==> config.mk <==
export PLATFORM = sky130hd
export DESIGN_NAME = fft_cmul_pipe
export DESIGN_NICKNAME = d
export VERILOG_FILES = /design/src/rtl/fft_pkg.sv /design/src/rtl/fft_pipe_stage.sv /design/src/rtl/fft_cmul_pipe.sv
export SDC_FILE = /design/constraint.sdc
export NUM_CORES = 2
export LEC_CHECK = 0
export ABC_AREA = 1
export CAP_MARGIN = 20
export CORE_UTILIZATION = 45
export DETAILED_ROUTE_END_ITERATION = 6
export HOLD_SLACK_MARGIN = 0.05
export SLEW_MARGIN = 40
export SYNTH_ARGS = -nofsm -noshare
export SYNTH_HDL_FRONTEND = slang
export SYNTH_SLANG_ARGS = --single-unit
==> constraint.sdc <==
create_clock -name clk -period 7 [get_ports clk]
set_clock_uncertainty 0.1 [all_clocks]
set_input_delay 2.1 -clock clk [delete_from_list [all_inputs] [get_ports clk]]
set_output_delay 2.1 -clock clk [all_outputs]
set_load 0.005 [all_outputs]
==> src/rtl/fft_pkg.sv <==
// Shared widths and complex sample/twiddle types for the FFT datapath.
package fft_pkg;

  localparam int DW_DEF   = 16;
  localparam int TW_DEF   = 16;
  localparam int PW_DEF   = DW_DEF + TW_DEF + 1;
  localparam int NFFT_DEF = 64;

  typedef struct packed {
    logic signed [DW_DEF-1:0] re;
    logic signed [DW_DEF-1:0] im;
  } cplx_t;

  typedef struct packed {
    logic signed [TW_DEF-1:0] re;
    logic signed [TW_DEF-1:0] im;
  } twid_t;

endpackage

==> src/rtl/fft_pipe_stage.sv <==
// Generic valid/ready register slice. Loads when empty or when its
// current contents are taken downstream in the same cycle.
module fft_pipe_stage #(
  parameter int WIDTH = 8
) (
  input  logic             clk,
  input  logic             rst_n,
  input  logic             in_valid,
  output logic             in_ready,
  input  logic [WIDTH-1:0] in_data,
  output logic             out_valid,
  input  logic             out_ready,
  output logic [WIDTH-1:0] out_data
);

  logic             valid_q, valid_d;
  logic [WIDTH-1:0] data_q, data_d;
  logic             load;

  assign in_ready  = !valid_q || out_ready;
  assign load      = in_valid && in_ready;
  assign out_valid = valid_q;
  assign out_data  = data_q;

  always_comb begin
    valid_d = valid_q;
    data_d  = data_q;
    if (in_ready) valid_d = in_valid;
    if (load)     data_d  = in_data;
  end

  always_ff @(posedge clk) begin
    if (!rst_n) begin
      valid_q <= 1'b0;
      data_q  <= '0;
    end else begin
      valid_q <= valid_d;
      data_q  <= data_d;
    end
  end

endmodule

==> src/rtl/fft_cmul_pipe.sv <==
// Three-stage elastic complex multiplier (a+jb)*(c+jd) at full precision,
// with frame-length tracking and a sticky malformed-frame flag.
module fft_cmul_pipe
  import fft_pkg::*;
#(
  parameter int DW    = DW_DEF,
  parameter int TW    = TW_DEF,
  parameter int PW    = DW + TW + 1,
  parameter int NFFT  = NFFT_DEF,
  parameter int CNT_W = $clog2(NFFT)
) (
  input  logic          clk,
  input  logic          rst_n,
  input  logic          in_valid,
  output logic          in_ready,
  input  logic [DW-1:0] in_re,
  input  logic [DW-1:0] in_im,
  input  logic [TW-1:0] tw_re,
  input  logic [TW-1:0] tw_im,
  input  logic          in_last,
  output logic          out_valid,
  input  logic          out_ready,
  output logic [PW-1:0] out_re,
  output logic [PW-1:0] out_im,
  output logic          out_last,
  output logic          frame_err,
  output logic          busy
);

  localparam int MW  = DW + TW;
  localparam int S1W = 2 * DW + 2 * TW + 1;
  localparam int S2W = 4 * MW + 1;
  localparam int S3W = 2 * PW + 1;
  localparam logic [CNT_W-1:0] LAST_IDX = CNT_W'(NFFT - 1);

  logic           s1_in_ready, s2_in_ready, s3_in_ready;
  logic           s1_valid, s2_valid, s3_valid;
  logic [S1W-1:0] s1_in, s1_data;
  logic [S2W-1:0] s2_in, s2_data;
  logic [S3W-1:0] s3_in, s3_data;

  logic signed [DW-1:0] a_s, b_s;
  logic signed [TW-1:0] c_s, d_s;
  logic signed [MW-1:0] p_ac, p_bd, p_ad, p_bc;
  logic signed [MW-1:0] q_ac, q_bd, q_ad, q_bc;
  logic signed [PW-1:0] sum_re, sum_im;

  assign s1_in = {in_last, in_re, in_im, tw_re, tw_im};

  fft_pipe_stage #(.WIDTH(S1W)) u_s1 (
    .clk       (clk),
    .rst_n     (rst_n),
    .in_valid  (in_valid),
    .in_ready  (s1_in_ready),
    .in_data   (s1_in),
    .out_valid (s1_valid),
    .out_ready (s2_in_ready),
    .out_data  (s1_data)
  );

  assign a_s  = s1_data[2*DW+2*TW-1 -: DW];
  assign b_s  = s1_data[DW+2*TW-1 -: DW];
  assign c_s  = s1_data[2*TW-1 -: TW];
  assign d_s  = s1_data[TW-1:0];
  assign p_ac = MW'(a_s) * MW'(c_s);
  assign p_bd = MW'(b_s) * MW'(d_s);
  assign p_ad = MW'(a_s) * MW'(d_s);
  assign p_bc = MW'(b_s) * MW'(c_s);

  assign s2_in = {s1_data[S1W-1], p_ac, p_bd, p_ad, p_bc};

  fft_pipe_stage #(.WIDTH(S2W)) u_s2 (
    .clk       (clk),
    .rst_n     (rst_n),
    .in_valid  (s1_valid),
    .in_ready  (s2_in_ready),
    .in_data   (s2_in),
    .out_valid (s2_valid),
    .out_ready (s3_in_ready),
    .out_data  (s2_data)
  );

  assign q_ac = s2_data[4*MW-1 -: MW];
  assign q_bd = s2_data[3*MW-1 -: MW];
  assign q_ad = s2_data[2*MW-1 -: MW];
  assign q_bc = s2_data[MW-1:0];

  // One guard bit absorbs the (-2^(DW-1))^2 + (-2^(TW-1))^2 corner.
  assign sum_re = PW'(q_ac) - PW'(q_bd);
  assign sum_im = PW'(q_ad) + PW'(q_bc);

  assign s3_in = {s2_data[S2W-1], sum_re, sum_im};

  fft_pipe_stage #(.WIDTH(S3W)) u_s3 (
    .clk       (clk),
    .rst_n     (rst_n),
    .in_valid  (s2_valid),
    .in_ready  (s3_in_ready),
    .in_data   (s3_in),
    .out_valid (s3_valid),
    .out_ready (out_ready),
    .out_data  (s3_data)
  );

  assign out_valid = s3_valid;
  assign out_last  = s3_data[S3W-1];
  assign out_re    = s3_data[2*PW-1 -: PW];
  assign out_im    = s3_data[PW-1:0];
  assign busy      = s1_valid || s2_valid || s3_valid;
  assign in_ready  = rst_n && s1_in_ready;

  logic             in_acc;
  logic             at_end;
  logic [CNT_W-1:0] cnt_q, cnt_d;
  logic             err_q, err_d;

  assign in_acc    = in_valid && in_ready;
  assign at_end    = (cnt_q == LAST_IDX);
  assign frame_err = err_q;

  always_comb begin
    cnt_d = cnt_q;
    err_d = err_q;
    if (in_acc) begin
      if (in_last || at_end) cnt_d = '0;
      else                   cnt_d = cnt_q + 1'b1;
      if (in_last != at_end) err_d = 1'b1;
    end
  end

  always_ff @(posedge clk) begin
    if (!rst_n) begin
      cnt_q <= '0;
      err_q <= 1'b0;
    end else begin
      cnt_q <= cnt_d;
      err_q <= err_d;
    end
  end

endmodule

==> flow_summary.toml <==
[setup_path]
ff2ff_setup_slack_ns = 0.26
startpoint_type = "register"
critPathArrivalTime_ns = 7.20
endpoint_kind = "register"
r2r_end = "u_s2.out_data[15]"
path_class = "register to register"
reg2reg_depth = 19
regToRegStartpoint = "u_s1.out_data[17]"
critPathRequiredTime_ns = 7.47
path_max_fanout = 21

[placement]
finalWeightedCongestion = 1.01
io_buffers = 139
hpwl_microns = 154000
dp_slack_ns = 0.333

[sta]
max_freq_ghz = 0.148
tns_ns = 0
setup_slack_ns = 0.261
period_needed_ns = 6.74
final-hold-violation-count = 0
worst_slew_pin_slew_ns = 0.944
setup-violations-final = 0
fin_crit_sh_pct = 96.3
slew_viol_final = 0
rsz0062_at_grt = "no"
maxSlewHeadroom_pct = 37.1

[cts]
cts.sink_count = 271
cts_max_level = 2
hold_buffers = 0
cts_tree = "built"
cts_made_buffers = 42
postCtsSetupBuffers = 0
clk_path_buf_depth = 3
path_clk_slew_ns = 0.06
insertion_delay_ns = 0.67
clockRootBuffer = "clkbuf_16"

[route]
dr.pass1.iters = 6
viasPerCell = 4.99
ant_nets = 0
vias = 48858
drt-total-wl_microns = 186000
drtIter0Drc = 3411
drc = 0
detail_route.wl_per_cell_microns = 19.0

[global_routing]
gr-total-overflow = 0
grt_usage_pct = 29.8
antenna_found_initial = 4
grt_pass1_wl_microns = 296000
grt_start_max_net_pins = 78
grt_pass1_vias = 51712

[synth]
yosysUniqueCellTypes = 46
synth_nets = 9626
synth-async-reset-ratio_pct = 0
synth-edff-count = 0
synthFlopType = "dfxtp_1"
synth_compound_area_share_pct = 4.91
ys.warnings.count = 0
synth_xor_area_share_pct = 1.19
synthSimpleGateAreaFrac_pct = 22.0
syn_avg_cell_area_sq_um = 7.07
synthCells = 8113
synth_fa_ha_area_share_pct = 45.2
synth_top_family_by_area = "adder cells"
syn_area_sq_um = 57400
synth_mux_area_share_pct = 0
synth_seq_area_share_pct = 9.46
ys_ff_latch = 271

[final_layout]
drive_above_1_share_pct = 2.97
syn_to_final_growth_pct = 8.72
final_nets = 9624
postLayoutCoreUtil_pct = 49.5

[worst_hold_path]
min_delay_path_depth = 2
min_to = "u_s1.out_data[64]"
hold_path.class = "register to register"
hp-start = "u_s1.out_data[64]"

[power]
cellLeakagePower_uw = 0.0377
ir_drop_mv = 0.214
power_density_nw_per_um2 = 234

[floorplanning]
ios = 140
dieWidth_microns = 359
coreArea_sq_um = 126000
die-area_sq_um = 129000
die_h_microns = 359
num_rows = 130
initial_core_util_pct = 45.5

[flow_run]
max_cap_viol_count = 0

[run_status]
outcome = "finished, final reports clean"
[timing repair]
item,in CTS,in global routing
resized for setup,0,1
hold endpoints to repair,0,0
endpoints found under the setup margin,0,2
[routing by layer]
metal  track usage, %  wire (microns)  vias up
met4             11.6            8050        2
met3             4.63           11500      340
met5                0              13        -
met1             36.7           75800    23837
met2             52.0           90500     1384
li1                 -               -    23295
[cell usage in the layout, fill, tap and decap left out, types with 3 or more instances in the layout]
master              n
a21boi_0            5
a21o_1             10
a21oi_1           211
a31oi_1             3
and2_1              7
buf_12             22
buf_4             118
bufinv_16           4
clkbuf_16          42
clkdlybuf4s50_1   138
clkinv_2            9
clkinv_4            6
clkinvlp_4          4
dfxtp_1           269
diode_2             5
fa_1             1050
ha_1              394
inv_1            2276
inv_2               4
inv_6               5
nand2_1          2230
nand2_2             6
nand3_1           279
nand3_2             3
nand3b_1            6
nand4_1            51
nor2_1            533
nor3_1             54
nor4_1              8
o21ai_0           230
o21ai_1             5
o21bai_1           42
o32ai_1             4
or2_2               4
xnor2_1            18
xor2_1             60
[cell usage after synthesis (4+ instances only)]
| master | instances | area, sq um |
|---|---|---|
| nand3b_1 | 6 | 45.0 |
| nor2_1 | 533 | 2000 |
| a21o_1 | 10 | 75.1 |
| fa_1 | 1050 | 21000 |
| o21ai_1 | 4 | 20.0 |
| nand4_1 | 51 | 319 |
| inv_1 | 2278 | 8550 |
| nand2_1 | 2230 | 8370 |
| buf_2 | 29 | 145 |
| clkbuf_1 | 283 | 1060 |
| or2_2 | 4 | 25.0 |
| nor3_1 | 54 | 270 |
| o32ai_1 | 4 | 35.0 |
| dfxtp_1 | 271 | 5430 |
| nor4_1 | 8 | 50.1 |
| nand3_1 | 279 | 1400 |
| o21bai_1 | 42 | 315 |
| ha_1 | 394 | 4930 |
| nand2_2 | 7 | 43.8 |
| and2_1 | 7 | 43.8 |
| a21boi_0 | 5 | 37.5 |
| buf_1 | 13 | 48.8 |
| o21ai_0 | 231 | 1160 |
| xnor2_1 | 18 | 158 |
| xor2_1 | 60 | 526 |
| a21oi_1 | 211 | 1060 |
[final cells by class]
cell class              instances  area [sq um]
fillers                     12802         63700
multi-input cells            5233         42100
inverters                    2283          8570
flip-flops and latches        271          5430
repair buffers                280          2730
well taps                    1650          2060
clock buffers                  45          1080
clock inverters                30           367
diodes                          5          12.5
[stage by stage]
| step | std cells | total power (uW) | hold slack (ns) | area (sq um) |
|---|---|---|---|---|
| floorplan | 8113 | 8450 | 0.325 | 57400 |
| global placement | 9717 | 12200 | 0.339 | 60900 |
| detailed placement | 9717 | 12200 | 0.348 | 60900 |
| global route | 9792 | 15900 | 0.381 | 62300 |
| finish | 9797 | 14600 | 0.356 | 62400 |
| CTS | 9792 | 14600 | 0.356 | 62300 |
[sequential cells by signal, indices dropped and copies added (netlist names)]
signal	flops
u_s3.out_data	67
u_s2.out_data	129
frame_err	1
cnt_q	6
u_s1.out_valid	1
u_s1.out_data	65
u_s2.out_valid	1
u_s3.out_valid	1
[how the worst max path moves through the flow]
stage	cells past startpoint	from	slack [ns]	endpoint
after detailed placement	19	u_s1.out_data[17]	0.33	u_s2.out_data[15]
after CTS	21	u_s1.out_data[21]	0.26	u_s2.out_data[15]
after global placement	19	u_s1.out_data[17]	0.22	u_s2.out_data[15]
final	19	u_s1.out_data[17]	0.26	u_s2.out_data[15]
after global routing	19	u_s1.out_data[17]	0.03	u_s2.out_data[15]
after floorplan	22	u_s1.out_data[47]	1.29	u_s2.out_data[91]
[worst max-delay path, cell delays in order (launching register included)]
cell	delay [ns]
dfxtp_1	0.67
buf_4	0.39
nand2_1	0.13
fa_1	0.53
fa_1	0.51
fa_1	0.51
inv_1	0.06
fa_1	0.50
fa_1	0.51
inv_1	0.05
fa_1	0.61
inv_1	0.08
ha_1	0.38
nand2_1	0.19
inv_1	0.12
a21oi_1	0.33
nand3_1	0.28
xor2_1	0.49
o21ai_0	0.14
inv_1	0.08
[power by group]
| group | leakage (uW) | switching [uW] | internal, uW | total, uW |
|---|---|---|---|---|
| registers | 0.00223 | 197 | 1710 | 1900 |
| logic | 0.0347 | 6830 | 3510 | 10300 |
| clock network | 0.000702 | 1020 | 1300 | 2320 |
| total | 0.0377 | 8050 | 6520 | 14600 |
[kinds of logic after synthesis]
group           Yosys count
flops                   271
buf+inv                2609
compound gates          523
fa+ha+maj              1444
simple gates           3188
xor+xnor                 78
Note: power is estimated with default switching activity, not from simulation.
